## src/rtl/serial_add.sv

```systemverilog
// serial_add: bit-serial unsigned adder, LSB first, one bit per clock.
// Operands arrive over an in_valid/in_ready handshake. The result
// {carry_out, sum} is returned over an out_valid/out_ready handshake.
// Optional build macro SERIAL_ADD_CIN_EN adds a carry_in port. The carry flop
// then starts from carry_in instead of 0, and the result is a + b + carry_in.
module serial_add #(
    parameter int WIDTH = 4
) (
    input  logic             clk,
    input  logic             rst,
    input  logic             in_valid,
    output logic             in_ready,
    input  logic [WIDTH-1:0] a,
    input  logic [WIDTH-1:0] b,
    output logic             out_valid,
    input  logic             out_ready,
    output logic [WIDTH-1:0] sum,
    output logic             carry_out
`ifdef SERIAL_ADD_CIN_EN
    ,
    input  logic             carry_in
`endif
);

    localparam int CW = $clog2(WIDTH);

    typedef enum logic [1:0] {
        IDLE,
        RUN,
        DONE
    } state_t;

    state_t          state;
    state_t          state_nxt;
    logic [WIDTH-1:0] a_sh;
    logic [WIDTH-1:0] b_sh;
    logic [WIDTH-1:0] sum_sh;
    logic [CW-1:0]    cnt;
    logic             c;
    logic             co_r;
    logic             bit_s;
    logic             bit_c;
    logic             last;
    logic             c_init;

    // One full-adder bit operating on the current LSBs and the running carry.
    assign bit_s = a_sh[0] ^ b_sh[0] ^ c;
    assign bit_c = (a_sh[0] & b_sh[0]) | (a_sh[0] & c) | (b_sh[0] & c);
    assign last  = (cnt == CW'(WIDTH - 1));

`ifdef SERIAL_ADD_CIN_EN
    assign c_init = carry_in;
`else
    assign c_init = 1'b0;
`endif

    assign sum       = sum_sh;
    assign carry_out = co_r;

    // State register; reset returns to IDLE and discards any operation in flight.
    always_ff @(posedge clk) begin
        // NOTE: sequential state uses non-blocking assignments so every flop
        // samples values from before the edge, regardless of statement order.
        if (rst) state <= IDLE;
        else     state <= state_nxt;
    end

    // Next-state logic and handshake outputs.
    always_comb begin
        // NOTE: every output receives a default first, so no path leaves a
        // value unassigned and no latch is inferred.
        state_nxt = state;
        in_ready  = 1'b0;
        out_valid = 1'b0;
        unique case (state)
            IDLE: begin
                in_ready = 1'b1;
                if (in_valid) state_nxt = RUN;
            end
            RUN: begin
                if (last) state_nxt = DONE;
            end
            DONE: begin
                out_valid = 1'b1;
                if (out_ready) state_nxt = IDLE;
            end
            default: state_nxt = IDLE;
        endcase
    end

    // Datapath: operand load, serial add and result shift, and the final carry capture.
    always_ff @(posedge clk) begin
        if (rst) begin
            a_sh   <= '0;
            b_sh   <= '0;
            sum_sh <= '0;
            cnt    <= '0;
            c      <= 1'b0;
            co_r   <= 1'b0;
        end else begin
            unique case (state)
                IDLE: begin
                    if (in_valid) begin
                        a_sh <= a;
                        b_sh <= b;
                        cnt  <= '0;
                        c    <= c_init;
                    end
                end
                RUN: begin
                    a_sh   <= a_sh >> 1;
                    b_sh   <= b_sh >> 1;
                    sum_sh <= {bit_s, sum_sh[WIDTH-1:1]};
                    c      <= bit_c;
                    cnt    <= cnt + 1'b1;
                    if (last) co_r <= bit_c;
                end
                default: ;
            endcase
        end
    end

endmodule

```

## config.mk

```make
export PLATFORM = sky130hd
export DESIGN_NAME = serial_add
export DESIGN_NICKNAME = d
export VERILOG_FILES = /design/src/rtl/serial_add.sv
export SDC_FILE = /design/constraint.sdc
export NUM_CORES = 1
export LEC_CHECK = 0
export CAP_MARGIN = 20
export CORE_MARGIN = 3
export CORE_UTILIZATION = 45
export CTS_CLUSTER_DIAMETER = 30
export DETAILED_ROUTE_END_ITERATION = 6
export GPL_ROUTABILITY_DRIVEN = 0
export PLACE_DENSITY = 0.74
export SETUP_SLACK_MARGIN = 0.4
export SLEW_MARGIN = 20
export SYNTH_ARGS = -nofsm -noshare
export SYNTH_HDL_FRONTEND = slang
export SYNTH_SLANG_ARGS = --single-unit
```

## constraint.sdc

```tcl
create_clock -name clk -period 1.75 [get_ports clk]
set_input_delay 0.4375 -clock clk [delete_from_list [all_inputs] [get_ports clk]]
set_output_delay 0.4375 -clock clk [all_outputs]
set_load 0.005 [all_outputs]
```

==> summary.json <==
{
  "sta": {
    "timing.max_slew.rel_slack_pct": 81.0,
    "max_freq_mhz": 722,
    "finalSetupTns_ns": 0,
    "hold_violations": 0,
    "timing_worst_slew_pin_value_ns": 0.284,
    "final_count_of_pins_violating_max_slew": 0,
    "period_needed_ns": 1.38,
    "post-route-period-util_pct": 79.1,
    "worst_slack_ns": 0.365,
    "finalSetupViolCount": 0,
    "clock-skew-final_ns": 0.00633,
    "grt_setup_unrepaired": "yes"
  },
  "placed_design": {
    "place.detailed.instances": 114,
    "place_hpwl_mm": 1.06,
    "worst_setup_timing_slack_at_the_placement_stage_ns": 0.123,
    "area_post_placement_um2": 966,
    "placement.io_buffers": 18
  },
  "drt": {
    "detailedRoute.firstIterationViolations": 18,
    "post_drt_via_cell_ratio": 5.59,
    "total_routed_length_mm": 1.71,
    "postRouteAntennaNets": 0,
    "vias_after_detailed_routing": 710,
    "detail_route.wl_per_cell_um": 13.5,
    "remaining_drcs": 0,
    "drtPass1Iterations": 4
  },
  "layout": {
    "final_layout_size_suffix_gt1_share_pct": 33.3,
    "final_net_count": 127,
    "layout.cells.non_filler": 127,
    "num_antenna_cells": 0,
    "finish.instance_area_um2": 1080,
    "area_used_by_multi_input_combinational_logic_um2": 378,
    "fillCellCount": 134,
    "syn_to_final_growth_pct": 39.6,
    "sequential_cell_area_um2": 372
  },
  "critical_path": {
    "endpoint_kind": "output pin",
    "reg2reg_to": "b_sh[1]",
    "critical_path.endpoint": "in_ready",
    "r2r-start": "state[1]",
    "worst_ep_required_ns": 1.31,
    "type_of_the_setup_path_with_the_least_slack": "reg2out",
    "worst-r2r-cell-count": 6,
    "crit_start": "state[1]",
    "path_max_fanout": 2,
    "crit_path_cell_trace": "buf_6 -> nor2_4 -> buf_2",
    "crit_slowest_cell": "sky130_fd_sc_hd__dfxtp_2",
    "cp_data_arrival_time_ns": 0.95,
    "regToRegSetupSlack_ns": 0.51,
    "worstSetupStartpointType": "register",
    "cp_slowest_stage_delay_ns": 0.33
  },
  "global_routing": {
    "grt_max_degree": 19,
    "grt.overflow.total": 0,
    "antenna_violations_before_repair": 0,
    "grt.total_usage_pct": 16.9,
    "grt_pass1_wl_mm": 2.64,
    "first_global_vias": 604
  },
  "logic_synthesis": {
    "syn_inst": 83,
    "synth.most_common_cell": "sky130_fd_sc_hd__dfxtp_1",
    "cell_area_after_synthesis_um2": 774,
    "synth.yosys.seq_area_share_pct": 46.5,
    "synth.distinct_cells": 23,
    "post_synth_and_or_nand_nor_area_fraction_pct": 16.8,
    "yosys_most_used_dff": "sky130_fd_sc_hd__dfxtp_1",
    "synth_largest_area_cell": "sky130_fd_sc_hd__dfxtp_1",
    "area_share_of_the_leading_cell_type_in_the_synthesized_netlist_pct": 46.5,
    "synth-edff-count": 0,
    "ys_async_sr_fraction_pct": 0,
    "synth_top_cells_by_area": "sky130_fd_sc_hd__dfxtp_1 47%, sky130_fd_sc_hd__o221a_2 8.7%, sky130_fd_sc_hd__a21oi_1 8.4%, sky130_fd_sc_hd__nand2_1 4.8%, sky130_fd_sc_hd__nor2_1 3.9%",
    "synth_top_family_by_area": "compound AO/OA/AOI/OAI gates",
    "net_count_of_the_mapped_netlist": 97,
    "synth_adder_area_share_pct": 4.20,
    "syn-mean-instance-area_um2": 9.33,
    "parity_gate_share_of_the_synthesized_area_counting_xor_and_xnor_cells_pct": 0,
    "synth_mux_area_share_pct": 0,
    "ys_warn_count": 0,
    "synth_top_cells_by_count": "18 x sky130_fd_sc_hd__dfxtp_1, 13 x sky130_fd_sc_hd__a21oi_1, 10 x sky130_fd_sc_hd__nand2_1",
    "synth_seq_cells": 18,
    "synth_compound_gate_area_share_pct": 24.9
  },
  "clock_tree": {
    "cts_buffers": 3,
    "number_of_buffers_between_clock_root_and_the_deepest_sink": 2,
    "total_clock_sinks": 18,
    "cts.reportedPaths.clkPinSlew_ns": 0.09,
    "tritoncts": "built",
    "cts_hold_repair.buffers": 0,
    "clock_tree.root_cell": "sky130_fd_sc_hd__clkbuf_4",
    "cts.htree.levels": 1,
    "worst_skew_pair.late_latency_ns": 0.29
  },
  "pwr": {
    "power-per-cell-area_nw_per_um2": 734,
    "finalPower_uw": 794,
    "power.leakage_uw": 0.000460,
    "max-vdd-ir-drop_mv": 0.504
  },
  "flow_run": {
    "cap_viol_max_count": 0
  },
  "die": {
    "num_io_pins": 19,
    "coreArea_um2": 1560,
    "initial_core_util_pct": 49.7,
    "placement_rows": 14,
    "die_area_um2": 2250,
    "die_width_um": 47.5,
    "die_h_um": 47.5
  },
  "min_path": {
    "hold_depth": 2,
    "hold_path.class": "reg2reg"
  },
  "outcome": {
    "status": "finished, final reports clean"
  }
}
-- registers in the layout (all words and copies together), names as in the netlist --
signal and cells:
carry_out 1, c 1, cnt 2, a_sh 4
b_sh 4, state 2, sum 4
-- stage by stage --
step | util (%) | hold WS, ns
6_report | 69.3 | 0.460
5_1_grt | 69.3 | 0.484
4_1_cts | 66.9 | 0.455
3_5_place_dp | 62.0 | 0.448
3_3_place_gp | 62.0 | 0.444
2_1_floorplan | - | 0.453
-- report_power, final --
group	internal, uW	switching [uW]	total [uW]
Combinational	79.2	59.7	139
Sequential	433	16.7	449
Clock	80.2	125	205
Total	592	202	794
-- kinds of logic after synthesis --
family,Yosys count
compound gates,26
buf+inv,11
fa+ha+maj,2
flops,18
simple gates,26
-- area by class of cell --
class | instances | area share [%]
multi-input cells | 55 | 35.0
flip-flops and latches | 18 | 34.4
repair buffers | 29 | 24.7
clock buffers | 3 | 2.08
inverters | 6 | 2.08
well taps | 16 | 1.85
-- worst max-delay path: cells and delay by family (launching register included) --
kind | cells | cell delay [ns]
buffers and inverters | 2 | 0.22
DFF | 1 | 0.33
and+or+nand+nor | 1 | 0.10
-- routing by layer --
layer  global-route usage [%]  up-vias  share of wire (%)
met4                     8.29        0                1.6
li1                         -      349                  -
met3                     4.51        4                7.0
met5                        0        -                  0
met1                     20.6      331                 44
met2                     27.5       26                 47
-- worst min-delay path by stage --
stage / from / to / slack [ns]
after detailed placement: sum[0] / sum[0] / 0.45
after floorplan: carry_out / carry_out / 0.45
after CTS: sum[0] / sum[0] / 0.46
final: sum[0] / sum[0] / 0.46
after global routing: sum[0] / sum[0] / 0.48
after global placement: sum[0] / sum[0] / 0.44
-- what timing repair did --
item                       4_1_cts  5_1_grt
pin swaps                        1        1
resized for setup               19        8
setup buffers                    7        2
cloned                           0        1
hold endpoints to repair         0        0
setup endpoints to repair        7       14
-- cells in the final DEF (no fill, tap or decap) --
cell type	count
sky130_fd_sc_hd__dlygate4sd2_1	4
sky130_fd_sc_hd__a211oi_1	1
sky130_fd_sc_hd__o21bai_2	1
sky130_fd_sc_hd__clkdlybuf4s15_1	1
sky130_fd_sc_hd__dfxtp_4	1
sky130_fd_sc_hd__nor2_4	2
sky130_fd_sc_hd__nor2_2	1
sky130_fd_sc_hd__fa_1	1
sky130_fd_sc_hd__buf_4	9
sky130_fd_sc_hd__clkbuf_2	1
sky130_fd_sc_hd__a21oi_1	13
sky130_fd_sc_hd__dlymetal6s2s_1	1
sky130_fd_sc_hd__buf_2	1
sky130_fd_sc_hd__nor2_1	7
sky130_fd_sc_hd__dfxtp_1	11
sky130_fd_sc_hd__nor2b_2	2
sky130_fd_sc_hd__clkbuf_4	3
sky130_fd_sc_hd__a22oi_1	2
sky130_fd_sc_hd__buf_6	1
sky130_fd_sc_hd__buf_12	1
sky130_fd_sc_hd__nand2_1	10
sky130_fd_sc_hd__a32oi_1	2
sky130_fd_sc_hd__nand3_1	1
sky130_fd_sc_hd__clkdlybuf4s50_1	10
sky130_fd_sc_hd__nand3b_1	1
sky130_fd_sc_hd__ha_1	1
sky130_fd_sc_hd__a211oi_2	1
sky130_fd_sc_hd__nand2b_1	2
sky130_fd_sc_hd__o221a_2	6
sky130_fd_sc_hd__inv_1	6
sky130_fd_sc_hd__dfxtp_2	6
sky130_fd_sc_hd__nor2b_4	1
No activity file was read; power rests on OpenSTA's default activity.
